<file path="src/rtl/mic_pkg.sv">
// Shared types and constants for the Mic-1 style datapath.
// No logic of its own; pure declarations.
// No flow control; consumers import what they need.
package mic_pkg;

    // Default datapath shape
    localparam int NBITS_DEF = 32;
    localparam int NC_DEF    = 9;
    localparam int BW_DEF    = 4;
    localparam int MIW_DEF   = 2 + 6 + NC_DEF + 3 + BW_DEF;

    // Microinstruction field offsets for the default shape (LSB of each field)
    localparam int MI_BSEL_LSB  = 0;
    localparam int MI_MEM_LSB   = BW_DEF;
    localparam int MI_CWR_LSB   = BW_DEF + 3;
    localparam int MI_ALU_LSB   = MI_CWR_LSB + NC_DEF;
    localparam int MI_SHIFT_LSB = MI_ALU_LSB + 6;

    // Bit positions inside the 3-bit mem field
    localparam int MEM_FETCH_BIT = 0;
    localparam int MEM_RD_BIT    = 1;
    localparam int MEM_WR_BIT    = 2;

    // Bit positions inside the 6-bit ALU field {F0,F1,ENA,ENB,INVA,INC}
    localparam int ALU_F0   = 5;
    localparam int ALU_F1   = 4;
    localparam int ALU_ENA  = 3;
    localparam int ALU_ENB  = 2;
    localparam int ALU_INVA = 1;
    localparam int ALU_INC  = 0;

    // Commonly used ALU function codes
    localparam logic [5:0] ALU_FN_A       = 6'b011000;
    localparam logic [5:0] ALU_FN_B       = 6'b010100;
    localparam logic [5:0] ALU_FN_A_ADD_B = 6'b111100;
    localparam logic [5:0] ALU_FN_B_SUB_A = 6'b111111;
    localparam logic [5:0] ALU_FN_B_INC   = 6'b110101;
    localparam logic [5:0] ALU_FN_ZERO    = 6'b010000;
    localparam logic [5:0] ALU_FN_ONE     = 6'b110001;

    // B-bus sources; codes above B_OPC drive zero
    typedef enum logic [3:0] {
        B_MDR  = 4'd0,
        B_PC   = 4'd1,
        B_MBR  = 4'd2,
        B_MBRU = 4'd3,
        B_SP   = 4'd4,
        B_LV   = 4'd5,
        B_CPP  = 4'd6,
        B_TOS  = 4'd7,
        B_OPC  = 4'd8
    } b_sel_e;

    // C-bus write-enable bit indices
    typedef enum logic [3:0] {
        C_MAR = 4'd0,
        C_MDR = 4'd1,
        C_PC  = 4'd2,
        C_SP  = 4'd3,
        C_LV  = 4'd4,
        C_CPP = 4'd5,
        C_TOS = 4'd6,
        C_OPC = 4'd7,
        C_H   = 4'd8
    } c_bit_e;

    typedef enum logic [1:0] {
        IDLE  = 2'd0,
        RW    = 2'd1,
        FETCH = 2'd2
    } mem_state_e;

endpackage

</file>
<file path="src/rtl/mic_mem_ctrl.sv">
// Serialises MAR/MDR read-write and PC/MBR fetch requests; derives the stall term.
// Request visible the cycle after issue; returns to IDLE the edge an ack is seen.
// Holds mem_req until ack; stalls dependent microinstructions while busy.
module mic_mem_ctrl
    import mic_pkg::*;
#(
    parameter int BW = BW_DEF
) (
    input  logic          clk,
    input  logic          reset,
    input  logic          wr_i,
    input  logic          rd_i,
    input  logic          fetch_i,
    input  logic [BW-1:0] b_sel_i,
    input  logic          c_ptr_i,
    input  logic          ack_i,
    output logic          stall_o,
    output logic          req_o,
    output logic          we_o,
    output logic          fetch_o,
    output logic          ld_mdr_o,
    output logic          ld_mbr_o
);

    mem_state_e state_q, state_d;
    logic       we_q, we_d;
    logic       fq_q, fq_d;
    logic       dep;

    // State, latched direction and queued-fetch bit
    always_ff @(posedge clk) begin
        if (reset) begin
            state_q <= IDLE;
            we_q    <= 1'b0;
            fq_q    <= 1'b0;
        end else begin
            state_q <= state_d;
            we_q    <= we_d;
            fq_q    <= fq_d;
        end
    end

    // Next state and request outputs; stall is 0 in IDLE so any op seen there is issued
    always_comb begin
        state_d  = state_q;
        we_d     = we_q;
        fq_d     = fq_q;
        req_o    = 1'b0;
        we_o     = 1'b0;
        fetch_o  = 1'b0;
        ld_mdr_o = 1'b0;
        ld_mbr_o = 1'b0;
        case (state_q)
            IDLE: begin
                if (wr_i || rd_i) begin
                    state_d = RW;
                    we_d    = wr_i;
                    fq_d    = fetch_i;
                end else if (fetch_i) begin
                    state_d = FETCH;
                end
            end
            RW: begin
                req_o = 1'b1;
                we_o  = we_q;
                if (ack_i) begin
                    ld_mdr_o = !we_q;
                    fq_d     = 1'b0;
                    state_d  = fq_q ? FETCH : IDLE;
                end
            end
            FETCH: begin
                req_o   = 1'b1;
                fetch_o = 1'b1;
                if (ack_i) begin
                    ld_mbr_o = 1'b1;
                    state_d  = IDLE;
                end
            end
            default: state_d = IDLE;
        endcase
    end

    // Anything touching memory, MDR/MBR or the address/data registers depends on the transfer
    assign dep = wr_i || rd_i || fetch_i || c_ptr_i ||
                 (b_sel_i == BW'(B_MDR)) || (b_sel_i == BW'(B_MBR)) || (b_sel_i == BW'(B_MBRU));
    assign stall_o = (state_q != IDLE) && dep;

endmodule

</file>
<file path="src/rtl/mic_datapath_stall.sv">
// Mic-1 datapath: register file, A/B/C buses, ALU, shifter, N/Z flags, memory port.
// Single-cycle execute; memory ops take at least two cycles after issue.
// Stalls the microinstruction while a dependent memory transfer is outstanding.
module mic_datapath_stall
    import mic_pkg::*;
#(
    parameter  int NBITS = NBITS_DEF,
    parameter  int NC    = NC_DEF,
    parameter  int BW    = BW_DEF,
    localparam int MIW   = 2 + 6 + NC + 3 + BW
) (
    input  logic             clk,
    input  logic             reset,
    input  logic [MIW-1:0]   microinst,
    output logic             stall,
    output logic             n,
    output logic             z,
    output logic             mem_req,
    output logic             mem_we,
    output logic             mem_fetch,
    output logic [NBITS-1:0] mem_addr,
    output logic [NBITS-1:0] mem_wdata,
    input  logic [NBITS-1:0] mem_rdata,
    input  logic             mem_ack
);

    localparam int B_LO = 0;
    localparam int M_LO = BW;
    localparam int C_LO = BW + 3;
    localparam int A_LO = C_LO + NC;
    localparam int S_LO = A_LO + 6;

    logic [1:0]       shift;
    logic [5:0]       alu_fn;
    logic [NC-1:0]    c_wr;
    logic [2:0]       mem_op;
    logic [BW-1:0]    b_sel;

    logic [NBITS-1:0] mar_q, mdr_q, pc_q, sp_q, lv_q, cpp_q, tos_q, opc_q, h_q;
    logic [7:0]       mbr_q;
    logic             n_q, z_q;

    logic [NBITS-1:0] b_bus, a_op, b_op, alu_out, c_bus;
    logic             ld_mdr, ld_mbr;

    assign shift  = microinst[S_LO +: 2];
    assign alu_fn = microinst[A_LO +: 6];
    assign c_wr   = microinst[C_LO +: NC];
    assign mem_op = microinst[M_LO +: 3];
    assign b_sel  = microinst[B_LO +: BW];

    mic_mem_ctrl #(.BW(BW)) u_ctrl (
        .clk      (clk),
        .reset    (reset),
        .wr_i     (mem_op[MEM_WR_BIT]),
        .rd_i     (mem_op[MEM_RD_BIT]),
        .fetch_i  (mem_op[MEM_FETCH_BIT]),
        .b_sel_i  (b_sel),
        .c_ptr_i  (c_wr[C_MAR] || c_wr[C_MDR] || c_wr[C_PC]),
        .ack_i    (mem_ack),
        .stall_o  (stall),
        .req_o    (mem_req),
        .we_o     (mem_we),
        .fetch_o  (mem_fetch),
        .ld_mdr_o (ld_mdr),
        .ld_mbr_o (ld_mbr)
    );

    // B-bus source select
    always_comb begin
        b_bus = '0;
        case (b_sel)
            BW'(B_MDR):  b_bus = mdr_q;
            BW'(B_PC):   b_bus = pc_q;
            BW'(B_MBR):  b_bus = {{(NBITS-8){mbr_q[7]}}, mbr_q};
            BW'(B_MBRU): b_bus = {{(NBITS-8){1'b0}}, mbr_q};
            BW'(B_SP):   b_bus = sp_q;
            BW'(B_LV):   b_bus = lv_q;
            BW'(B_CPP):  b_bus = cpp_q;
            BW'(B_TOS):  b_bus = tos_q;
            BW'(B_OPC):  b_bus = opc_q;
            default:     b_bus = '0;
        endcase
    end

    // ALU: operand gating/inversion then F0/F1 function; carry out discarded
    always_comb begin
        a_op = alu_fn[ALU_ENA] ? h_q : '0;
        if (alu_fn[ALU_INVA]) a_op = ~a_op;
        b_op = alu_fn[ALU_ENB] ? b_bus : '0;
        case ({alu_fn[ALU_F0], alu_fn[ALU_F1]})
            2'b00:   alu_out = a_op & b_op;
            2'b01:   alu_out = a_op | b_op;
            2'b10:   alu_out = ~b_op;
            default: alu_out = a_op + b_op + NBITS'(alu_fn[ALU_INC]);
        endcase
    end

    // Shifter: byte shift left first, then arithmetic shift right by one
    always_comb begin
        c_bus = alu_out;
        if (shift[1]) c_bus = c_bus << 8;
        if (shift[0]) c_bus = {c_bus[NBITS-1], c_bus[NBITS-1:1]};
    end

    // Register file, MBR and flags; memory returns never collide with an executing write
    always_ff @(posedge clk) begin
        if (reset) begin
            mar_q <= '0;
            mdr_q <= '0;
            pc_q  <= '0;
            sp_q  <= '0;
            lv_q  <= '0;
            cpp_q <= '0;
            tos_q <= '0;
            opc_q <= '0;
            h_q   <= '0;
            mbr_q <= '0;
            n_q   <= 1'b0;
            z_q   <= 1'b0;
        end else begin
            if (!stall) begin
                if (c_wr[C_MAR]) mar_q <= c_bus;
                if (c_wr[C_MDR]) mdr_q <= c_bus;
                if (c_wr[C_PC])  pc_q  <= c_bus;
                if (c_wr[C_SP])  sp_q  <= c_bus;
                if (c_wr[C_LV])  lv_q  <= c_bus;
                if (c_wr[C_CPP]) cpp_q <= c_bus;
                if (c_wr[C_TOS]) tos_q <= c_bus;
                if (c_wr[C_OPC]) opc_q <= c_bus;
                if (c_wr[C_H])   h_q   <= c_bus;
                n_q <= alu_out[NBITS-1];
                z_q <= (alu_out == '0);
            end
            if (ld_mdr) mdr_q <= mem_rdata;
            if (ld_mbr) mbr_q <= mem_rdata[7:0];
        end
    end

    assign n         = n_q;
    assign z         = z_q;
    assign mem_addr  = mem_fetch ? pc_q : mar_q;
    assign mem_wdata = mdr_q;

endmodule

</file>
<file path="config.mk">
export PLATFORM = sky130hd
export DESIGN_NAME = mic_datapath_stall
export DESIGN_NICKNAME = d
export VERILOG_FILES = /design/src/rtl/mic_pkg.sv /design/src/rtl/mic_mem_ctrl.sv /design/src/rtl/mic_datapath_stall.sv
export SDC_FILE = /design/constraint.sdc
export NUM_CORES = 1
export LEC_CHECK = 0
export ABC_CLOCK_PERIOD_IN_PS = 11500
export BUFFER_PORTS_ARGS = -buffer_cell sky130_fd_sc_hd__buf_2
export CAP_MARGIN = 10
export CORE_MARGIN = 4
export CORE_UTILIZATION = 32
export CTS_BUF_LIST = sky130_fd_sc_hd__clkbuf_2
export CTS_CLUSTER_SIZE = 10
export DETAILED_ROUTE_END_ITERATION = 16
export HOLD_SLACK_MARGIN = 0.02
export PLACE_DENSITY_LB_ADDON = 0.15
export SLEW_MARGIN = 30
export SYNTH_ARGS = -nofsm -noshare
export SYNTH_HDL_FRONTEND = slang
export SYNTH_SLANG_ARGS = --single-unit
export TNS_END_PERCENT = 5
</file>
<file path="constraint.sdc">
create_clock -name clk -period 11.5 [get_ports clk]
set_clock_uncertainty 0.05 [all_clocks]
set_input_delay 3.45 -clock clk [delete_from_list [all_inputs] [get_ports clk]]
set_output_delay 3.45 -clock clk [all_outputs]
set_load 0.02 [all_outputs]
</file>
==> results of run 1 <==
## critical path, stage by stage
cell and delay (ps):
buf_2 640, nor2_1 300, nand2_1 210, a41o_1 180, buf_4 270, inv_1 190
buf_2 200
## cell usage in the layout (no fill, tap or decap), types with 14 or more instances in the layout
cell / netlist / routed
a211oi_1: 49 / 48
a21o_1: 15 / 15
a21oi_1: 326 / 325
a22oi_1: 16 / 16
a31oi_1: 14 / 14
and2_1: 19 / 15
buf_2: 13 / 126
buf_4: 6 / 44
clkbuf_2: 0 / 115
clkinv_1: 1 / 17
dfxtp_1: 302 / 302
ha_1: 59 / 58
inv_1: 82 / 81
mux2_2: 51 / 51
mux2i_1: 67 / 65
nand2_1: 454 / 453
nand2b_1: 16 / 16
nand3_1: 37 / 37
nand3b_1: 17 / 17
nor2_1: 186 / 185
nor3_1: 19 / 19
o211ai_1: 17 / 17
o21a_1: 20 / 20
o21ai_0: 119 / 118
o22ai_1: 19 / 19
xnor2_1: 38 / 38
## per-layer routing
layer  vias up  wire, um  GRT usage, %  part of all wire, %
met5         -         0             0                    0
met1      8857     34600         33.51                   46
met2       758     32650         36.50                   43
li1       8768         -             -                    -
met3       130      5642         4.876                  7.5
met4         0      2379         8.464                  3.2
## kinds of logic after synthesis
kind of cell / Yosys count
AOI/OAI and AO/OA: 767
and+or+nand+nor: 846
muxes: 132
DFF: 302
adders and majority gates: 61
xor gates and xnor gates: 41
buffers and inverters: 281
## state kept, by name (all words and copies together), names as in the netlist, 2 cells and up
signal and flops:
pc_q 32, mem_wdata 32, mbr_q 8, lv_q 32, h_q 32, tos_q 32, u_ctrl.state_q 2, cpp_q 32
opc_q 32, mar_q 32, sp_q 32
## final timing paths
path	startpoint	end	slack [ps]	depth (start not counted)
setup / recovery	microinst[2]	stall	2480	7
hold / removal	sp_q[15]	sp_q[15]	410	2
setup reg to reg	mbr_q[7]	lv_q[29]	5530	17
hold reg to reg	sp_q[15]	sp_q[15]	410	2
## final cells by class
type	count	area [um^2]	share of cell area [%]
diodes	6	15.01	0.07355
well taps	756	945.9	4.633
inverters	83	311.5	1.526
multi-input cells	1847	11320	55.47
clock inverters	28	205.2	1.005
repair buffers	172	992.2	4.860
flip-flops and latches	302	6046	29.62
clock buffers	115	575.6	2.819
## cell usage after synthesis, types with 8 or more instances
master      n
nand4_1    11
nand2b_1   16
ha_1       59
o21ai_0   119
a21o_1     15
a21oi_1   326
nor3_1     19
a211oi_1   49
o22ai_1    19
and3_1     10
nand3b_1   17
and3b_1    10
or3_1       9
nand2_1   454
a311oi_1   13
o21a_1     20
a31o_2     13
dfxtp_1   302
clkbuf_1  137
nand3_1    37
or2_2       9
xnor2_1    38
and2_1     19
a31oi_1    14
buf_1      37
o21ai_1    13
a221oi_1   10
inv_1      82
o221ai_1   11
mux4_2     12
mux2i_1    67
o21bai_1    8
nor2_1    186
or3b_1      8
buf_2      13
mux2_2     51
a22oi_1    16
o211ai_1   17
## where the power goes
group / leakage (nW) / internal (mW) / total [mW] / switching, mW
registers: 2.48 / 1.18 / 1.27 / 0.0905
clock network: 0.582 / 0.341 / 0.826 / 0.485
logic: 5.22 / 0.314 / 0.982 / 0.668
total: 8.28 / 1.84 / 3.08 / 1.24
==> impl_results.md, run 1 <==
* # rows at between 80 and 90
* TritonCTS clock tree: built
* Iter 0 DRT Violations at between 1500 and 2000
* WL final at approximately 75000 um
* Via-per-instance ratio at about 5.6
* Largest net degree at the start of global routing at 87
* Worst Hold Slack at approximately 400 ps
* Crit Path Max Fanout at 34
* Final min period at about 9000 ps
* Synth top area share at between 30% and 40%
* Number of synthesized register bits at between 300 and 400
* Tot GR Track Use at between 20% and 30%
* # IOs at between 100 and 150
* PostCTS Resize Cnt at 0
* Syn Inst Count at around 2400
* Synth unique cells at 93
* Worst skew pair latency at 1070 ps
* Die area at between 60000 and 70000 um^2
* Clock Pin Slew Worst Setup and Hold Paths at 70 ps
* CTS max path bufs at 3
* Fin area at slightly above 20000 um^2
* Post-synthesis mux area share at under 10%
* Average footprint of a synthesized cell at 7.599 um^2
* Die Width at ~250 um
* Max cap viols at 0
* Worst Tran Pin Value at ~1100 ps
* Asr flop ratio synth at 0%
* Synth area leader: dfxtp_1
* Cell total after placement at between 3000 and 4000
* Slew Limit Fails at 0
* Setup bufs post-CTS at 0
* EDFF count, synth at 0
* Hold/Removal Path Class: flip-flop to flip-flop
* Final worst slack at approximately 2500 ps
* DRC viols at 0
* WP data required at 8000 ps
* Largest family of logic cells by synthesized area: compound AO/OA/AOI/OAI gates
* Root buf cell: clkbuf_2
* H-Tree Depth at 3
* Slew HR at 28.87%
* Worst Setup Start Kind: input pin
* # fillers at 6023
* Fin nets at 2612
* Tcrit/Tclk final at between 70% and 80%
* Setup TNS at 0 ps
* Post-synth net total at approximately 2600
* Drt pass-1 iters at 5
* RePlAce Congestion at between 0.9 and 1
* Maximum VDD drop at 0.1071 mV
* Area share of fa/ha/maj cells after synthesis at ~4.2%
* Leakage at around 8.3 nW
* Simple-gate share of the synthesized area at 20.33%
* Avg WL per Cell at 22.75 um
* Initial Utilization at 32.56%
* CTS sink cnt at between 300 and 400
* Core Box Area at between 50000 and 60000 um^2
* Share of cells above drive strength 1 at between 10% and 20%
* Placed Area at 19600 um^2
* Xor and xnor fraction of the mapped netlist area at ~1.9%
* Antenna violations before repair at 2
* Fmax at ~0.11 GHz
* Layout area overhead at 10.55%
* Total chip power at between 3 and 4 mW
* Post-route ant nets at 0
* Synth Area in Compound Gates at a little over a quarter
* Status: complete, no violations
* CTS Buf Count at 86
* Dominant cells by area after synthesis: dfxtp_1 33%, nand2_1 9.2%, a21oi_1 8.8%
* PwrDens at approximately 150 nW/um^2
* Port-buffer cells at around 130
* Post-Syn Area at roughly 18000 um^2
* Die Y at about 250 um
* Yosys Warn Count at 0
* Vias at 18510
* Crit end category: output pin
* Hold_buf cts at 0
* Unrepaired setup endpoints after global routing: false
* DP Worst Slack at approximately 1800 ps
* CP arrival at about 5500 ps
* Gr ovfl total at 0
* Sequential fraction of the synthesis area at about 33%
* Crit Path Class: input pin to output pin
* # setup viols final at 0
* Synth Flop Type: dfxtp_1
* Final core occ at ~36%
* Non-filler cells in the finished layout at 3309
* Vias in the first global route at between 15000 and 20000
* Hold Vio Cnt, Final at 0
* HPWL Detailed at around 53000 um
* Global-route wire length before repair at approximately 110000 um
(Power assumes the default switching activity.)
==> inputs of run 2 (changes only) <==
--- a/config.mk
+++ b/config.mk
@@ -5,7 +5,8 @@
 export SDC_FILE = /design/constraint.sdc
 export NUM_CORES = 1
 export LEC_CHECK = 0
-export ABC_CLOCK_PERIOD_IN_PS = 11500
+export ABC_AREA = 1
+export ABC_CLOCK_PERIOD_IN_PS = 8800
 export BUFFER_PORTS_ARGS = -buffer_cell sky130_fd_sc_hd__buf_2
 export CAP_MARGIN = 10
 export CORE_MARGIN = 4
==> constraint.sdc (replaced) <==
create_clock -name clk -period 8.8 [get_ports clk]
set_clock_uncertainty 0.05 [all_clocks]
set_input_delay 2.64 -clock clk [delete_from_list [all_inputs] [get_ports clk]]
set_output_delay 2.64 -clock clk [all_outputs]
set_load 0.02 [all_outputs]
==> impl_results.md, run 2 <==
* Fin nets at 3107 (+19%)
* Worst skew pair latency at 1140 ps (+70 ps)
* RePlAce Congestion at 0.9219 (+1.5%)
* Simple-gate share of the synthesized area at 26.51% (+6.2 points)
* Cell chain of the critical path: buf_2 -> inv_1 -> nand2_2 -> nand2_1 -> a21oi_1 -> buf_2
* Number of synthesized register bits at 302 (unchanged)
* TritonCTS clock tree: built
* Tcrit/Tclk final at between 70 and 80%
* Setup bufs post-CTS at 0 (unchanged)
* Initial Utilization at 32.48% (-0.086 points)
* Post-route ant nets at 0 (unchanged)
* Synth top area share at 32.83% (+0.087 points)
* Fmax at 0.1422 GHz
* DRC viols at 0 (unchanged)
* Crit Path Class: input pin to output pin
* # rows at 87 (unchanged)
* Final core occ at 36.06% (+0.068 points)
* PostCTS Resize Cnt at 0 (unchanged)
* Antenna violations before repair at 2 (unchanged)
* Worst-case reg-to-reg path depth at 27 (+10)
* Avg WL per Cell at 20.25 um (-11%)
* Slew Limit Fails at 0 (unchanged)
* Area share of fa/ha/maj cells after synthesis at 4.226% (+0.011 points)
* Port-buffer cells at 128 (unchanged)
* Slowest CP cell: a21oi_1
* Setup TNS at 0 ps (unchanged)
* Cell total after placement at 3655 (+16%)
* # setup viols final at 0 (unchanged)
* Largest family of logic cells by synthesized area: simple AND/OR/NAND/NOR gates
* Total chip power at 4.155 mW (+35%)
* Synth Area in Compound Gates at 21.52% (-4.8 points)
* Status: complete, no violations
* Crit end category: output pin
* DP Worst Slack at 1412 ps (-429.0 ps)
* WP data required at 6110 ps (-1890 ps)
* Asr flop ratio synth at 0% (unchanged)
* Vias at 19530 (+5.5%)
* Post-synthesis mux area share at 0% (-8.4 points)
* Hold/Removal Path Class: flip-flop to flip-flop
* Cell repeated most along the worst path: buf_2
* Tot GR Track Use at 24.77% (+0.88 points)
* Via-per-instance ratio at 5.125 (-8.4%)
* Worst hold path depth at 2 (unchanged)
* CP arrival at 4340 ps (-1180 ps)
* # fillers at 6300 (+4.6%)
* Non-filler cells in the finished layout at 3811 (+15%)
* Average footprint of a synthesized cell at 6.386 um^2 (-16%)
* Die Y at 247.9 um (-0.13%)
* Yosys Warn Count at 0 (unchanged)
* # IOs at 129 (unchanged)
* Max incr delay on CP at 780 ps (+140 ps)
* Share of cells above drive strength 1 at 13.70% (-3.0 points)
* Maximum VDD drop at 0.1068 mV (-0.31%)
* Post-synth net total at 3004 (+18%)
* Post-Syn Area at 18420 um^2 (-0.26%)
* Core Box Area at 56710 um^2 (unchanged)
* Unrepaired setup endpoints after global routing: false
* Worst Tran Pin Value at 977.9 ps (-89.09 ps)
* CTS Buf Count at 86 (unchanged)
* Clock Pin Slew Worst Setup and Hold Paths at 80 ps (about the same)
* EDFF count, synth at 0 (unchanged)
* Die area at 61460 um^2 (-0.26%)
* Vias in the first global route at 18710 (+6.3%)
* Xor and xnor fraction of the mapped netlist area at 1.712% (-0.23 points)
* Syn Inst Count at 2884 (+19%)
* Most common cell after layout, fill and taps aside: nand2_1
* Worst Setup Start Kind: input pin
* Synth area leader: dfxtp_1
* PwrDens at 203.1 nW/um^2 (+35%)
* CTS sink cnt at 302 (unchanged)
* Final worst slack at 1768 ps (-716.2 ps)
* Gr ovfl total at 0 (unchanged)
* Final min period at ~7000 ps
* Synth unique cells at 52 (-44%)
* CTS max path bufs at 3 (unchanged)
* Crit Path Max Fanout at 12 (-65%)
* Dominant cells by area after synthesis: dfxtp_1 33%, nand2_1 12%, inv_1 9.2%
* WL final at 77160 um (+2.5%)
* HPWL Detailed at 54780 um (+2.9%)
* Layout area overhead at 11.05%
* Sequential fraction of the synthesis area at 32.83% (+0.087 points)
* Slew HR at 34.81% (+5.9 points)
* Max cap viols at 0 (unchanged)
* Root buf cell: clkbuf_2
* Count leader, synth: nand2_1
* Synth Flop Type: dfxtp_1
* Hold Vio Cnt, Final at 0 (unchanged)
* Iter 0 DRT Violations at 1507 (-18%)
* Global-route wire length before repair at 116000 um (+3.3%)
* Largest net degree at the start of global routing at 83 (-4.6%)
* Die Width at 247.9 um (-0.13%)
* Drt pass-1 iters at 7 (+2)
* Post-synth top cells: 608 x nand2_1, 450 x inv_1, 302 x dfxtp_1
* Most frequent cells in the layout: 608 x nand2_1, 445 x inv_1, 302 x dfxtp_1, 298 x nor2_1, 245 x o21ai_0
* Leakage at 10.71 nW (+29%)
* H-Tree Depth at 3 (unchanged)
* Hold_buf cts at 0 (unchanged)
## run 2: critical path: cells and delay by family
kind / cells / cell delay [ps]
buffers and inverters: 3 / 690
AOI/OAI and AO/OA: 1 / 780
and+or+nand+nor: 2 / 210
## run 2: per-stage QoR
step,hold slack (ps),instance area (um^2)
6_report,441.3,20450
5_1_grt,470.5,20450
4_1_cts,442.7,20440
3_5_place_dp,429.9,19670
3_3_place_gp,420.7,19670
2_1_floorplan,405.9,18420
## run 2: path summary, 6_finish.rpt
check | from | endpoint | slack [ps]
setup / recovery | microinst[1] | stall | 1770
hold / removal | z | z | 440
setup reg to reg | mem_wdata[0] | mem_wdata[22] | 4300
hold reg to reg | z | z | 440
## run 2: cell type report
class | count | area [um^2] | share of cell area, %
Antenna cell | 5 | 12.51 | 0.06117
Clock buffer | 130 | 650.6 | 3.181
Clock inverter | 21 | 117.6 | 0.5750
Inverter | 470 | 1765 | 8.632
Multi-Input combinational cell | 1958 | 9961 | 48.70
Sequential cell | 302 | 6046 | 29.56
Tap cell | 756 | 945.9 | 4.625
Timing Repair Buffer | 169 | 954.7 | 4.668
## run 2: routing by layer
metal	GRT usage [%]	vias to the layer above	share of wire, %
met4	6.239	0	1.9
met3	3.987	87	6.1
li1	-	9495	-
met5	0	-	0
met2	39.91	659	45
met1	34.65	9290	47
## run 2: logic make-up (layout without fill, tap and decap cells)
kind of cell,after synthesis,after routing
AOI/OAI and AO/OA,709,709
xor gates and xnor gates,36,36
adders and majority gates,61,61
buffers and inverters,624,790
DFF,302,302
other,0,5
and+or+nand+nor,1152,1152
## run 2: power breakdown
group / switching (mW) / internal (mW) / leakage, nW
sequential: 0.123 / 1.58 / 2.50
clock: 0.641 / 0.420 / 0.588
combinational: 1.00 / 0.390 / 7.63
total: 1.77 / 2.39 / 10.7
==> inputs of run 3 (changes only) <==
--- a/config.mk
+++ b/config.mk
@@ -6,7 +6,7 @@
 export NUM_CORES = 1
 export LEC_CHECK = 0
 export ABC_AREA = 1
-export ABC_CLOCK_PERIOD_IN_PS = 8800
+export ABC_CLOCK_PERIOD_IN_PS = 6900
 export BUFFER_PORTS_ARGS = -buffer_cell sky130_fd_sc_hd__buf_2
 export CAP_MARGIN = 10
 export CORE_MARGIN = 4
==> constraint.sdc (replaced) <==
create_clock -name clk -period 6.9 [get_ports clk]
set_clock_uncertainty 0.05 [all_clocks]
set_input_delay 2.07 -clock clk [delete_from_list [all_inputs] [get_ports clk]]
set_output_delay 2.07 -clock clk [all_outputs]
set_load 0.02 [all_outputs]
==> impl_results.md, run 3 (same netlist as run 2, synthesis figures left out) <==
* Status: complete, no violations
* Worst Setup Start Kind: input pin
* Most frequent cells in the layout: 608 x nand2_1, 448 x inv_1, 302 x dfxtp_1, 299 x nor2_1, 245 x o21ai_0
* HPWL Detailed at 55590 um (+1.5%)
* Avg WL per Cell at 20.41 um (+0.81%)
* Port-buffer cells at 128 (unchanged)
* Die Y at 247.9 um (unchanged)
* CTS sink cnt at 302 (unchanged)
* Fin nets at 3141 (+1.1%)
* Post-route ant nets at 0 (unchanged)
* Layout area overhead at 12.51%
* # IOs at 129 (unchanged)
* Int Pwr at 3.021 mW (+26%)
* WL final at 78330 um (+1.5%)
* Fin area at 20720 um^2 (+1.3%)
* Hold Path Sink: u_ctrl.state_q[0]
* Worst hold path depth at 2 (unchanged)
* Die area at 61460 um^2 (unchanged)
* # rows at 87 (unchanged)
* Crit Path Class: input pin to flip-flop
* H-Tree Depth at 3 (unchanged)
* Placed Area at 19990 um^2 (+1.6%)
* RR Startpoint: h_q[0]
* Hold Vio Cnt, Final at 0 (unchanged)
* Final min period at roughly 5700 ps
* PostCTS Resize Cnt at 0 (unchanged)
* TritonCTS clock tree: built
* WP data required at 7880 ps (+1770 ps)
* Root buf cell: clkbuf_2
* CTS max path bufs at 3 (unchanged)
* Maximum VDD drop at 0.1061 mV (-0.63%)
* PwrDens at 256.1 nW/um^2 (+26%)
* Global-route wire length before repair at 117100 um (+0.96%)
* Worst-case reg-to-reg path depth at 24 (-11%)
* CP arrival at 6730 ps (+2390 ps)
* Slew Limit Fails at 0 (unchanged)
* Final core occ at 36.54% (+0.47 points)
* Unrepaired setup endpoints after global routing: false
* Non-filler cells in the finished layout at 3838 (+0.71%)
* Initial Utilization at 32.48% (unchanged)
* Hold_buf cts at 0 (unchanged)
* Clock Pin Slew Worst Setup and Hold Paths at 90 ps (about the same)
* Reg2reg end: z
* Worst Tran Pin Value at 1093 ps (+115.4 ps)
* Largest net degree at the start of global routing at 168 (+100%)
* Drt pass-1 iters at 6 (-1)
* Switch Pwr at 2.286 mW (+30%)
* Gr ovfl total at 0 (unchanged)
* Switching portion of total power at 43.08% (+0.59 points)
* Hold Crit Start: u_ctrl.state_q[0]
* Slew HR at 27.11% (-7.7 points)
* Most common cell after layout, fill and taps aside: nand2_1
* Hold/Removal Path Class: flip-flop to flip-flop
* Leakage at 10.88 nW (+1.6%)
* Power share of the combinational group at 34.3% (+0.8 points)
* Tcrit/Tclk final at 83.33%
* R2R setup slack at 2230 ps (-2070 ps)
* Cell total after placement at 3688 (+0.90%)
* Worst skew pair latency at 1140 ps (about the same)
* Share of cells above drive strength 1 at 14.33% (+0.62 points)
* Max cap viols at 0 (unchanged)
* Antenna violations before repair at 2 (unchanged)
* CTS Buf Count at 87 (+1.2%)
* Iter 0 DRT Violations at 1875 (+24%)
* Vias at 19480 (-0.28%)
* Crit Path Max Fanout at 19 (+7)
* DRC viols at 0 (unchanged)
* Via-per-instance ratio at 5.075 (-0.98%)
* Tot GR Track Use at 25.16% (+0.39 points)
* Crit end category: flip-flop
* Core Box Area at 56710 um^2 (unchanged)
* Die Width at 247.9 um (unchanged)
* Clock share of power at 24.9% (-0.6 points)
* Seq pwr share at 40.8% (-0.2 points)
* # setup viols final at 0 (unchanged)
* Setup bufs post-CTS at 0 (unchanged)
* RePlAce Congestion at 0.9522 (+3.3%)
* Fmax at between 0.15 and 0.2 GHz
* Setup TNS at 0 ps (unchanged)
* Vias in the first global route at 18710 (+0.0053%)
## run 3: cell types whose count changed in the layout (fill, tap and decap cells not counted), sizes merged
cell / change
clkinv: +5
clkbuf: -9
clkinvlp: -2
bufinv: -1
diode: -1
buf: +33
inv: +2
## run 3: metal layers
layer / track usage [%] / vias up / share of wire (%)
met2: 40.52 / 658 / 45
met3: 4.289 / 126 / 6.3
met1: 34.10 / 9138 / 45
met5: 0 / - / 0
li1: - / 9554 / -
met4: 8.761 / 0 / 3.3
## run 3: critical path: stages
cell      delay, ps
buf_2           140
nor2_2          640
nand2_1         270
buf_12          220
o211ai_1        200
nor2_1           60
nand2_1         140
nand2_1         120
ha_1            410
inv_1           130
o21bai_1         70
a31oi_1         140
nand2_1         170
nand2_1         120
nand3_1         100
buf_4           150
nand2_1          50
nand2_1          50
a21oi_1         330
nand3_1         190
nor2_1          140
nand2_1          60
nor2_1          180
nand2_1          70
nor2_1          180
nand3_1         150
a21oi_1         160
## run 3: per-stage QoR
| stage | worst slack (ps) | power [mW] | hold WS, ps |
|---|---|---|---|
| after global routing | 1067 | 5.673 | 470.6 |
| after detailed placement | 243.4 | 4.011 | 424.4 |
| after global placement | 306.8 | 3.985 | 402.7 |
| after floorplan | 1213 | 3.324 | 405.9 |
| final | 1150 | 5.307 | 445.2 |
| after CTS | 1156 | 5.357 | 447.2 |
## run 3: final cells by class
class | count | area [um^2]
well taps | 756 | 945.9
clock inverters | 25 | 117.6
multi-input cells | 1958 | 9953
clock buffers | 121 | 605.6
flip-flops and latches | 302 | 6046
fillers | 6243 | 35990
inverters | 470 | 1765
diodes | 4 | 10.01
repair buffers | 202 | 1277
## run 3: power by group through the flow
| stage | combinational, mW | sequential (mW) | clock, mW |
|---|---|---|---|
| 3_3_place_gp | 1.79 | 2.19 | 0 |
| 6_report | 1.82 | 2.17 | 1.32 |
| 5_1_grt | 2.02 | 2.19 | 1.46 |
| 4_1_cts | 1.82 | 2.16 | 1.38 |
| 2_1_floorplan | 1.14 | 2.18 | 0 |
| 3_5_place_dp | 1.81 | 2.20 | 0 |
## run 3: worst max-delay path by stage
stage / from / to / slack, ps / cells after the start
2_1_floorplan: microinst[1] / mem_wdata[30] / 1210 / 31
3_3_place_gp: microinst[1] / z / 310 / 31
3_5_place_dp: microinst[1] / z / 240 / 31
4_1_cts: microinst[2] / stall / 1160 / 6
5_1_grt: microinst[2] / lv_q[17] / 1070 / 25
6_report: microinst[2] / z / 1150 / 27
